[src/rtl/activation_scheduler_pkg.sv]
// Shared definitions for the activation scheduler: lane-index sizing,
// FSM state encoding and lane slicing for packed lane vectors.
package activation_scheduler_pkg;

    localparam int DEFAULT_NUM_NEURON = 6;

    function automatic int idx_width(input int n);
        return (n > 1) ? $clog2(n) : 1;
    endfunction

    localparam int LANE_IDX_W = idx_width(DEFAULT_NUM_NEURON);

    typedef enum logic [1:0] {
        ST_IDLE  = 2'd0,
        ST_ISSUE = 2'd1,
        ST_DRAIN = 2'd2,
        ST_DONE  = 2'd3
    } sched_state_t;

    // Bit offset of lane `lane` in a vector of `width`-bit lanes.
    function automatic int lane_base(input int lane, input int width);
        return lane * width;
    endfunction

endpackage

[src/rtl/activation_scheduler_lane_picker.sv]
// Combinational priority encoder: reports whether any mask bit is set and
// the index of the lowest set bit. Shared with the other schedulers.
module lane_picker
    import activation_scheduler_pkg::*;
#(
    parameter int N     = DEFAULT_NUM_NEURON,
    parameter int IDX_W = LANE_IDX_W
) (
    input  logic [N-1:0]     mask,
    output logic             any,
    output logic [IDX_W-1:0] idx
);

    // Scanning downward lets the lowest set bit be the last one written.
    always_comb begin
        any = 1'b0;
        idx = '0;
        for (int i = N - 1; i >= 0; i--) begin
            if (mask[i]) begin
                any = 1'b1;
                idx = IDX_W'(i);
            end
        end
    end

endmodule

[src/rtl/activation_scheduler.sv]
// Shares one activation-LUT read port across NUM_NEURON lanes: issues one
// read per valid lane in ascending order and returns the gathered results.
module activation_scheduler
    import activation_scheduler_pkg::*;
#(
    parameter int NUM_NEURON  = 6,
    parameter int ADDR_SIZE   = 10,
    parameter int VALUE_SIZE  = 9,
    parameter int LUT_LATENCY = 1
) (
    input  logic                             clk,
    input  logic                             rst,
    input  logic [NUM_NEURON*ADDR_SIZE-1:0]  in_values,
    input  logic [NUM_NEURON-1:0]            in_mask,
    input  logic                             in_start,
    output logic                             in_ready,
    input  logic                             lut_stable,
    output logic                             lut_req,
    output logic [ADDR_SIZE-1:0]             lut_addr,
    input  logic [VALUE_SIZE-1:0]            lut_data,
    output logic [NUM_NEURON*VALUE_SIZE-1:0] out_values,
    output logic [NUM_NEURON-1:0]            out_mask,
    output logic                             out_valid,
    input  logic                             out_ready,
    output sched_state_t                     dbg_state
);

    // Handshakes: a start is taken on a clock edge where in_start & in_ready;
    // a result is handed off on an edge where out_valid & out_ready, and
    // out_valid with its data stays unchanged until that edge.

    localparam int IDX_W = idx_width(NUM_NEURON);
    localparam logic [NUM_NEURON-1:0] LANE0_BIT = NUM_NEURON'(1);

    sched_state_t                    state;
    logic [NUM_NEURON*ADDR_SIZE-1:0] in_values_r;
    logic [NUM_NEURON-1:0]           pending;
    logic [IDX_W-1:0]                lut_lane;
    logic                            tag_vld  [LUT_LATENCY];
    logic [IDX_W-1:0]                tag_lane [LUT_LATENCY];

    logic                  pick_any;
    logic [IDX_W-1:0]      pick_idx;
    logic [ADDR_SIZE-1:0]  pick_value;
    logic [NUM_NEURON-1:0] pending_next;
    logic                  drain_empty;

    assign dbg_state = state;

    lane_picker #(
        .N     (NUM_NEURON),
        .IDX_W (IDX_W)
    ) u_picker (
        .mask (pending),
        .any  (pick_any),
        .idx  (pick_idx)
    );

    always_comb begin
        pick_value   = in_values_r[lane_base(int'(pick_idx), ADDR_SIZE) +: ADDR_SIZE];
        pending_next = pending & ~(LANE0_BIT << pick_idx);
    end

    // True when nothing will still be in flight after the coming edge: the
    // last tag stage retires on that same edge.
    always_comb begin
        drain_empty = !lut_req;
        for (int i = 0; i < LUT_LATENCY - 1; i++) begin
            if (tag_vld[i]) begin
                drain_empty = 1'b0;
            end
        end
    end

    always_ff @(posedge clk) begin
        if (rst) begin
            state       <= ST_IDLE;
            in_ready    <= 1'b0;
            lut_req     <= 1'b0;
            lut_addr    <= '0;
            lut_lane    <= '0;
            out_values  <= '0;
            out_mask    <= '0;
            out_valid   <= 1'b0;
            in_values_r <= '0;
            pending     <= '0;
            for (int i = 0; i < LUT_LATENCY; i++) begin
                tag_vld[i]  <= 1'b0;
                tag_lane[i] <= '0;
            end
        end else begin
            tag_vld[0]  <= lut_req;
            tag_lane[0] <= lut_lane;
            for (int i = 1; i < LUT_LATENCY; i++) begin
                tag_vld[i]  <= tag_vld[i-1];
                tag_lane[i] <= tag_lane[i-1];
            end

            if (tag_vld[LUT_LATENCY-1]) begin
                out_values[lane_base(int'(tag_lane[LUT_LATENCY-1]), VALUE_SIZE) +: VALUE_SIZE]
                    <= lut_data;
            end

            case (state)
                ST_IDLE: begin
                    lut_req <= 1'b0;
                    if (in_start && in_ready) begin
                        in_values_r <= in_values;
                        pending     <= in_mask;
                        out_mask    <= in_mask;
                        out_values  <= '0;
                        in_ready    <= 1'b0;
                        state       <= (in_mask == '0) ? ST_DONE : ST_ISSUE;
                    end else begin
                        in_ready <= 1'b1;
                    end
                end

                ST_ISSUE: begin
                    if (lut_stable && pick_any) begin
                        lut_req  <= 1'b1;
                        lut_addr <= pick_value;
                        lut_lane <= pick_idx;
                        pending  <= pending_next;
                        if (pending_next == '0) begin
                            state <= ST_DRAIN;
                        end
                    end else begin
                        lut_req <= 1'b0;
                        if (!pick_any) begin
                            state <= ST_DRAIN;
                        end
                    end
                end

                ST_DRAIN: begin
                    lut_req <= 1'b0;
                    if (drain_empty) begin
                        state     <= ST_DONE;
                        out_valid <= 1'b1;
                    end
                end

                ST_DONE: begin
                    // An empty-mask job arrives here with out_valid still low;
                    // it rises one edge later, and out_ready is ignored until then.
                    if (out_valid && out_ready) begin
                        out_valid <= 1'b0;
                        in_ready  <= 1'b1;
                        state     <= ST_IDLE;
                    end else begin
                        out_valid <= 1'b1;
                    end
                end

                default: state <= ST_IDLE;
            endcase
        end
    end

endmodule

[config.mk]
export PLATFORM = sky130hd
export DESIGN_NAME = activation_scheduler
export DESIGN_NICKNAME = d
export VERILOG_FILES = /design/src/rtl/activation_scheduler_pkg.sv /design/src/rtl/activation_scheduler_lane_picker.sv /design/src/rtl/activation_scheduler.sv
export SDC_FILE = /design/constraint.sdc
export NUM_CORES = 1
export LEC_CHECK = 0
export BUFFER_PORTS_ARGS = -buffer_cell sky130_fd_sc_hd__buf_2
export CAP_MARGIN = 20
export CORE_MARGIN = 5
export CORE_UTILIZATION = 59
export CTS_BUF_LIST = sky130_fd_sc_hd__clkbuf_8
export CTS_CLUSTER_DIAMETER = 200
export DETAILED_ROUTE_END_ITERATION = 7
export PLACE_DENSITY = 0.84
export SLEW_MARGIN = 15
export SYNTH_ARGS = -nofsm -noshare
export SYNTH_HDL_FRONTEND = slang
export SYNTH_SLANG_ARGS = --single-unit
export TNS_END_PERCENT = 10
[constraint.sdc]
create_clock -name clk -period 3.6 [get_ports clk]
set_clock_uncertainty 0.1 [all_clocks]
set_input_delay 0.9 -clock clk [delete_from_list [all_inputs] [get_ports clk]]
set_output_delay 0.9 -clock clk [all_outputs]
set_load 0.05 [all_outputs]
== After elaboration in Yosys (flattened, before gate mapping) ==
Memories as Yosys holds them, arrays and structs flattened.
Cells that the tools add are included.

* Register bits: 144
* Memory bits (writable): 4
* Bits of input ports: 80
* Output and inout port bits: 75
* Word-level logic and storage cells: 91
* Memories kept: 2

* Add/sub/neg operators: 1
* Multiply operators: 2
* Equal/unequal tests: 9
* Shift-type cells: 4
* Multiplexer cells: 42
* Bitwise logic cells: 2
* Reduce and logical (&&, ||, !) cells: 19

{| class="wikitable"
|+ Memories
! memory !! depth !! width !! rd ports !! clocked after Yosys merged registers in !! write ports !! RTL line !! text
|-
| tag_lane || 1 || 3 || 1 || 0 || 1 || activation_scheduler.sv:40 || <nowiki>logic [IDX_W-1:0] tag_lane [LUT_LATENCY];</nowiki>
|-
| tag_vld || 1 || 1 || 1 || 0 || 1 || activation_scheduler.sv:39 || <nowiki>logic tag_vld [LUT_LATENCY];</nowiki>
|}

{| class="wikitable"
|+ Operators by type and width
! kind !! count
|-
| $mux W54 || 3
|-
| $shiftx A60 B8 Y10 || 1
|-
| $bwmux W54 || 1
|-
| $shift A9 B33 Y54 const A || 1
|-
| $shiftx A9 B33 Y54 || 1
|-
| $neg A7 Y33 || 1
|-
| $mux W3 || 7
|-
| $mux W1 || 17
|-
| $mux W2 || 7
|-
| $logic_not A6 Y1 || 2
|-
| $mux W6 || 2
|-
| $pmux W6 S2 || 1
|-
| $ne A2 B2 Y1 const B || 4
|-
| $pmux W2 S4 || 1
|-
| $reduce_and A2 Y1 || 4
|-
| $reduce_bool A2 Y1 || 4
|-
| $mul A3 B4 Y7 const B || 1
|-
| $and A6 B6 Y6 || 1
|-
| $mul A3 B3 Y6 const B || 1
|-
| $ne A3 B3 Y1 const B || 2
|-
| $not A6 Y6 || 1
|-
| $pmux W1 S2 || 3
|-
| $shl A1 B3 Y6 const A || 1
|-
| $reduce_and A5 Y1 || 1
|-
| other kinds (8) || 11
|}

== Longest topological paths before layout ==
Gate-level depths: netlist (run 1).

* Depth in word-level cells: 13
* Gate-level depth with buffers: 9
* Mapped depth without buffers: 7

== By module ==
Synthesis (run 1) repeated with hierarchy kept, for this count alone.

* Cells, all modules: 715
* Area total of the unflattened synthesis: 6045.8 sq um

{| class="wikitable"
|+ By module, submodules not included
! module !! instances !! cells an instance !! area each (sq um) !! seq. area each (sq um)
|-
| activation_scheduler || 1 || 705 || 5988.2 || 2962.8
|-
| lane_picker || 1 || 10 || 57.6 || 0.0
|}

== Worst setup path before layout (run 1) ==
No wires, ideal clock.

* Kind: flip-flop to flip-flop
* Start: reg state[0], in the netlist dbg_state[0]
* End: reg in_values_r[39]
* Library setup time: 0.070 ns
* Arrival time: 2.183 ns
* Required time: 3.430 ns
* Slack: 1.246 ns
* Cell stages (with the launch flop): 9
* Buffers on the path: 3
* Clock period less this slack: 2.354 ns
* Cell sequence: dfxtp_1 inv_1 ha_1 clkbuf_1 nand3_1 clkbuf_1 buf_1 nand2_1 a21oi_1

* Longest elaborated chain between the ends: 2

{| class="wikitable"
|+ RTL lines
! what !! RTL line !! text
|-
| start: declaration || activation_scheduler.sv:35 || <nowiki>sched_state_t state;</nowiki>
|-
| start signal: assignment || activation_scheduler.sv:113 || <nowiki>state <= (in_mask == '0) ? ST_DONE : ST_ISSUE;</nowiki>
|-
| $logic_not A2 Y1 || activation_scheduler.sv:104 || <nowiki>case (state)</nowiki>
|-
| $reduce_and A2 Y1 (no line) || - ||
|-
| end signal: assignment || activation_scheduler.sv:108 || <nowiki>in_values_r <= in_values;</nowiki>
|-
| end: declaration || activation_scheduler.sv:36 || <nowiki>logic [NUM_NEURON*ADDR_SIZE-1:0] in_values_r;</nowiki>
|}

Every way passes these cells.
A chain may end at the register's enable or synchronous reset.

== Worst setup path after layout (run 1) ==
* Start: mem tag_lane[0][0] in the netlist's numbering
* End: reg out_values[41]

* Longest elaborated chain between the ends: 8
* Elaborated cells between the ends (all ways): 9
* Those cells by class: add/sub: 1; mul: 1; shift: 2; mux: 4; memory: 1

{| class="wikitable"
|+ RTL lines
! what !! RTL line !! text
|-
| start: declaration || activation_scheduler.sv:40 ||
|-
| $mem_v2 Z1 W3 * || - ||
|-
| $mul A3 B4 Y7 * || activation_scheduler_pkg.sv:22 || <nowiki>return lane * width;</nowiki>
|-
| $neg A7 Y33 * || activation_scheduler.sv:100 || <nowiki>out_values[lane_base(int'(tag_lane[LUT_LATENCY-1]), VALUE_SIZE) +: VALUE_SIZE]</nowiki>
|-
| $shiftx A9 B33 Y54 / $shift A9 B33 Y54 (equally long branches) || activation_scheduler.sv:100 ||
|-
| $bwmux W54 * || activation_scheduler.sv:100 ||
|-
| $mux W54 * || activation_scheduler.sv:99 || <nowiki>if (tag_vld[LUT_LATENCY-1]) begin</nowiki>
|-
| $mux W54 || activation_scheduler.sv:107 || <nowiki>if (in_start && in_ready) begin</nowiki>
|-
| $mux W54 * || activation_scheduler.sv:104 ||
|-
| end signal: assignment || activation_scheduler.sv:82 || <nowiki>out_values <= '0;</nowiki>
|-
| end signal: assignment || activation_scheduler.sv:111 || <nowiki>out_values <= '0;</nowiki>
|-
| end: declaration || activation_scheduler.sv:21 || <nowiki>output logic [NUM_NEURON*VALUE_SIZE-1:0] out_values,</nowiki>
|}

Every way passes the cells marked *; elsewhere a longest branch is shown, timed or not.

==> impl_metrics.toml, run 1 <==
[synth]
yosysSeqAreaShare_pct = 49.25
synthTopCellsByArea = "dfxtp_1 49%, nand2_1 11%, a21oi_1 10%, mux2i_1 4.5%, nor2_1 3.4%"
syn_inst = 732
synth_cell_types = 49
yosysWarnings = 0
synth_nets = 820
synth-main-ff-cell = "dfxtp_1"
synth-seq-cells = 148
synthArstFlopShare_pct = 0
synth_top_area_share_pct = 49.25
synth_area_per_cell_sq_um = 8.218
synth_edf_count = 0
netlist_area_sq_um = 6016
yosysTopAreaCell = "dfxtp_1"

[drt]
drt_first_pass_iters = 6
wire_per_inst_microns = 15.52
wl_microns = 15560
ant_nets = 0
num_vias = 5700
post-route-drc-count = 0
first_iter_violations = 624
vias_per_cell = 5.689

[die]
pin_count = 155
row_count = 36
core_area_sq_um = 9864
die_h_microns = 111.0
dieArea_sq_um = 12320
start_util_pct = 60.98
die_width_microns = 111.0

[timing]
worst_slew_pin_slew_ps = 1002
slew_headroom_pct = 33.09
tns_ps = 0
holdWs_ps = 351.5
finalMaxSlewViolations = 0
setup_viol_count_final = 0
fin_crit_sh_pct = 70.52
grt_setup_unrepaired = "no"
min_period_ps = 2539
hold_viol = 0
max_freq_mhz = 393.9

[cts]
cts_root_buf = "clkbuf_8"
tritoncts = "yes"
ctsResizeCount = 0
ctsHoldBuffers = 0
cts_sinks = 148
path_clk_slew_ps = 80
clk_latency_ps = 440
cts_buffers = 17
cts.path.max_buffers = 2
post_cts_buffers = 0
h-tree-depth = 4

[worst_setup_path]
required_ps = 3810
worstPathArrival_ps = 2740
startpoint = "tag_lane[0][0]"
worstSetupStartpointType = "register"
rr_worst_depth = 6
crit_fanout = 9
r2r_end = "out_values[41]"
setup.worst_path.class = "reg2reg"
r2r-start = "tag_lane[0][0]"
crit_path_end_kind = "register"
crit_end = "out_values[41]"
reg2reg_slack_ps = 1060

[global_routing]
grt_pass1_vias = 5275
grt_first_pass_wirelength_microns = 25410
grt_max_degree = 92
grt_use_total_pct = 24.73
antenna_found_initial = 0
grt-ovfl-total = 0

[worst_hold_path]
hold_class = "reg2reg"

[layout]
final_cells = 1002
syn_to_final_growth_pct = 19.93
final_cell_mix = "183 x nand2_1, 155 x buf_2, 148 x dfxtp_1, 123 x a21oi_1, 54 x nor2_1"
final_common_cell = "nand2_1"
diodes = 0
design_area_sq_um = 7214
drive_gt1_share_pct = 23.48
final_nets = 946
nFillCells = 752

[placement]
gp_congestion = 0.8483
dp_cells = 971
placed_area_sq_um = 6789
hpwl_microns = 11240
io_buffers = 154

[run]
cap_viol_max_count = 0

[power]
peakVddDrop_uv = 319.7
pwr_density_cell_nw_per_um2 = 601.1
finalPower_mw = 4.337
p_leak_nw = 2.912

[status]
status = "completed"
## worst min-delay path by stage
stage	end	start	slack, ps	cells after the start
2_1_floorplan	lut_lane[0]	lut_lane[0]	330	2
3_3_place_gp	out_values[33]	out_values[33]	340	2
5_1_grt	out_values[35]	out_values[35]	370	2
3_5_place_dp	out_values[30]	out_values[30]	340	2
4_1_cts	out_values[30]	out_values[30]	350	2
6_report	out_values[35]	out_values[35]	350	2
## synth_stat cells, types with 2 or more instances
cell      instances
clkbuf_1         41
buf_2             4
ha_1              8
nor4_1            2
a211o_1           2
buf_6             2
nor2b_1           5
nand2b_1          2
buf_1             8
nor2_1           54
dfxtp_1         148
nand2_1         183
nand3b_1         11
a222oi_1          9
a211oi_1         10
or2_2             2
inv_1             9
a21oi_1         123
nand3_1          32
o21ai_0           7
o211ai_1          2
and3_1            4
a22oi_1           2
mux2i_1          27
nor3_1            2
a221o_1           9
nor3b_1           2
## layer usage
| metal | vias to the layer above | track usage, % | wire [microns] |
|---|---|---|---|
| met1 | 2632 | 29.63 | 6321 |
| li1 | 2774 | - | - |
| met2 | 255 | 41.79 | 7562 |
| met4 | 0 | 9.852 | 433 |
| met5 | - | 0 | 0 |
| met3 | 39 | 7.041 | 1237 |
## cells by family after synthesis
group	count (synthesis)	synth area share (%)
fa+ha+maj	8	1.664
flops	148	49.25
simple gates	306	21.98
compound gates	178	18.14
mux	27	4.493
xor+xnor	1	0.1456
buf+inv	64	4.326
## through the flow
| stage | setup WS [ps] | utilization [%] |
|---|---|---|
| after floorplan | 1246 | - |
| after global placement | 1109 | 68.77 |
| after detailed placement | 925.8 | 68.82 |
| after CTS | 893.1 | 73.06 |
| after global routing | 857.5 | 73.14 |
| final | 1061 | 73.14 |
## worst max-delay path: stages (launching register included)
cell	delay (ps)
dfxtp_1	440
inv_1	90
ha_1	350
nor3b_1	270
nor2b_1	830
mux2i_1	280
nor2_1	60
## cell type report
| class | count | area, sq um | share of cell area, % |
|---|---|---|---|
| well taps | 133 | 166.4 | 2.307 |
| clock inverters | 13 | 183.9 | 2.549 |
| flip-flops and latches | 148 | 2963 | 41.07 |
| multi-input cells | 520 | 2805 | 38.88 |
| repair buffers | 162 | 828.3 | 11.48 |
| clock buffers | 17 | 234.0 | 3.243 |
| inverters | 9 | 33.78 | 0.4683 |
## registers in the layout, indices dropped and copies added, names as in the netlist, 2 cells and up
| signal | cells |
|---|---|
| lut_lane | 3 |
| out_mask | 6 |
| lut_addr | 10 |
| in_values_r | 60 |
| dbg_state | 2 |
| pending | 6 |
| out_values | 54 |
| tag_lane | 3 |
## where the power goes
group / switching, mW / internal [mW] / leakage, nW
clock network: 0.617 / 0.748 / 0.204
registers: 0.140 / 1.79 / 1.20
logic: 0.711 / 0.331 / 1.51
total: 1.47 / 2.87 / 2.91
(Power assumes the default switching activity.)
==> run 2, diff against run 1 <==
- CORE_UTILIZATION: 59 -> 55
- PLACE_DENSITY: 0.84 -> 0.78
- clock period: 3.6 -> 2.5 ns (I/O delays scaled with it)
==> run 2 against run 1 <==
Compared with the run above:
- worst setup slack worse by 850 ps
- clock power up 33%
- sequential power up 43%
- critical path depth down 1
- final cell count up 1.3%
- worst hold slack worse by 30 ps
==> impl_metrics.toml, run 2 (synthesized netlist as in run 1, its figures left out) <==
[cts]
path_clk_slew_ps = 90
ctsHoldBuffers = 0
clk_latency_ps = 430
cts_buffers = 17
ctsResizeCount = 0
tritoncts = "yes"
post_cts_buffers = 0
cts_root_buf = "clkbuf_8"
cts.path.max_buffers = 2
cts_sinks = 148
h-tree-depth = 4

[power]
pwr_density_cell_nw_per_um2 = 844.9
finalPower_mw = 6.138
p_leak_nw = 2.936
peakVddDrop_uv = 412.1

[layout]
final_common_cell = "nand2_1"
final_cell_mix = "183 x nand2_1, 154 x buf_2, 148 x dfxtp_1, 123 x a21oi_1, 54 x nor2_1"
diodes = 0
drive_gt1_share_pct = 23.77
syn_to_final_growth_pct = 20.76
nFillCells = 903
largest_reg_flops = 60
largest_registers = "in_values_r (60), out_values (54), lut_addr (10)"
final_nets = 951
top_register = "in_values_r"

[timing]
max_freq_mhz = 436.1
hold_viol = 0
tns_ps = 0
setup_viol_count_final = 0
fin_crit_sh_pct = 91.72
worst_slew_pin_slew_ps = 632.9
finalMaxSlewViolations = 0
grt_setup_unrepaired = "no"
slew_headroom_pct = 57.65
min_period_ps = 2293

[worst_setup_path]
crit_fanout = 10
setup.worst_path.class = "reg2reg"
required_ps = 2740
reg2reg_slack_ps = 210
slowest_delay_ps = 540
worstPathArrival_ps = 2530
worstPathCellList = "or4b_1 > a21oi_2 > a221o_1 > a222oi_1 > a211oi_1"
cp_slowest_cell = "dfxtp_1"
crit_path_end_kind = "register"
worstSetupStartpointType = "register"

[global_routing]
grt_pass1_vias = 5319
grt_use_total_pct = 24.20
grt-ovfl-total = 0
grt_first_pass_wirelength_microns = 25630
grt_max_degree = 92
antenna_found_initial = 0

[die]
start_util_pct = 55.74
pin_count = 155
die_h_microns = 114.6
die_width_microns = 114.6
row_count = 38
core_area_sq_um = 10790
dieArea_sq_um = 13130

[drt]
vias_per_cell = 5.531
drt_first_pass_iters = 7
maxUsedRoutingLayer = "met4"
drt-met1-wl_microns = 6715
num_vias = 5614
post-route-drc-count = 0
ant_nets = 0
wl_microns = 15950
wl_met2_microns = 7924
first_iter_violations = 537
wire_per_inst_microns = 15.71
wl_met3_microns = 1051

[placement]
hpwl_microns = 11460
io_buffers = 154
gp_congestion = 0.8389

[run]
cap_viol_max_count = 0

[status]
status = "completed"

[worst_hold_path]
hold_class = "in2reg"
[run 2: cell count changes in the layout (fill, tap and decap cells not counted), moves of 2 or more]
| cell | before | now |
|---|---|---|
| buf_4 | 7 | 11 |
| clkinv_2 | 3 | 0 |
| buf_12 | 0 | 2 |
| bufinv_16 | 4 | 2 |
| clkbuf_8 | 17 | 19 |
| inv_1 | 9 | 11 |
[run 2: area by class of cell]
cell class	count	area (sq um)	area share, %
clock inverter	12	132.6	1.826
inverter	9	33.78	0.4650
multi-input combinational	520	2805	38.62
sequential	148	2963	40.79
clock buffer	19	261.5	3.600
timing repair buffer	167	893.4	12.30
tap	140	175.2	2.411
[run 2: worst max-delay path: cells and delay by family (launching register included)]
family           cells  cell delay [ps]
AO/OA/AOI/OAI        4             1060
flip-flops           1              540
AND/OR/NAND/NOR      1              500
[run 2: stage by stage]
step	cell area (sq um)	hold WS (ps)	setup WS (ps)	cells	utilization [%]
final	7264	322.0	207.0	1015	67.31
after floorplan	6016	331.8	146.4	732	-
after global routing	7264	302.8	42.51	1015	67.31
after detailed placement	6870	341.8	234.0	984	63.66
after CTS	7264	300.5	236.1	1015	67.31
after global placement	6870	336.5	347.7	984	63.66
[run 2: report_power, final]
part           internal, mW  leakage (nW)  switching (mW)
Clock                 0.936         0.193           0.878
Sequential             2.58          1.20           0.181
Combinational         0.506          1.55            1.06
Total                  4.02          2.94            2.12
[run 2: path summary, 6_finish.rpt]
kind	startpoint	endpoint	depth (start not counted)
max	pending[5]	lut_addr[6]	5
min	in_values[31]	in_values_r[31]	3
max reg2reg	pending[5]	lut_addr[6]	5
min reg2reg	out_mask[2]	out_mask[2]	2
[run 2: metal layers]
metal | vias up | GRT usage (%)
met5 | - | 0
met2 | 219 | 41.52
met3 | 24 | 5.497
li1 | 2772 | -
met4 | 0 | 7.363
met1 | 2599 | 30.24
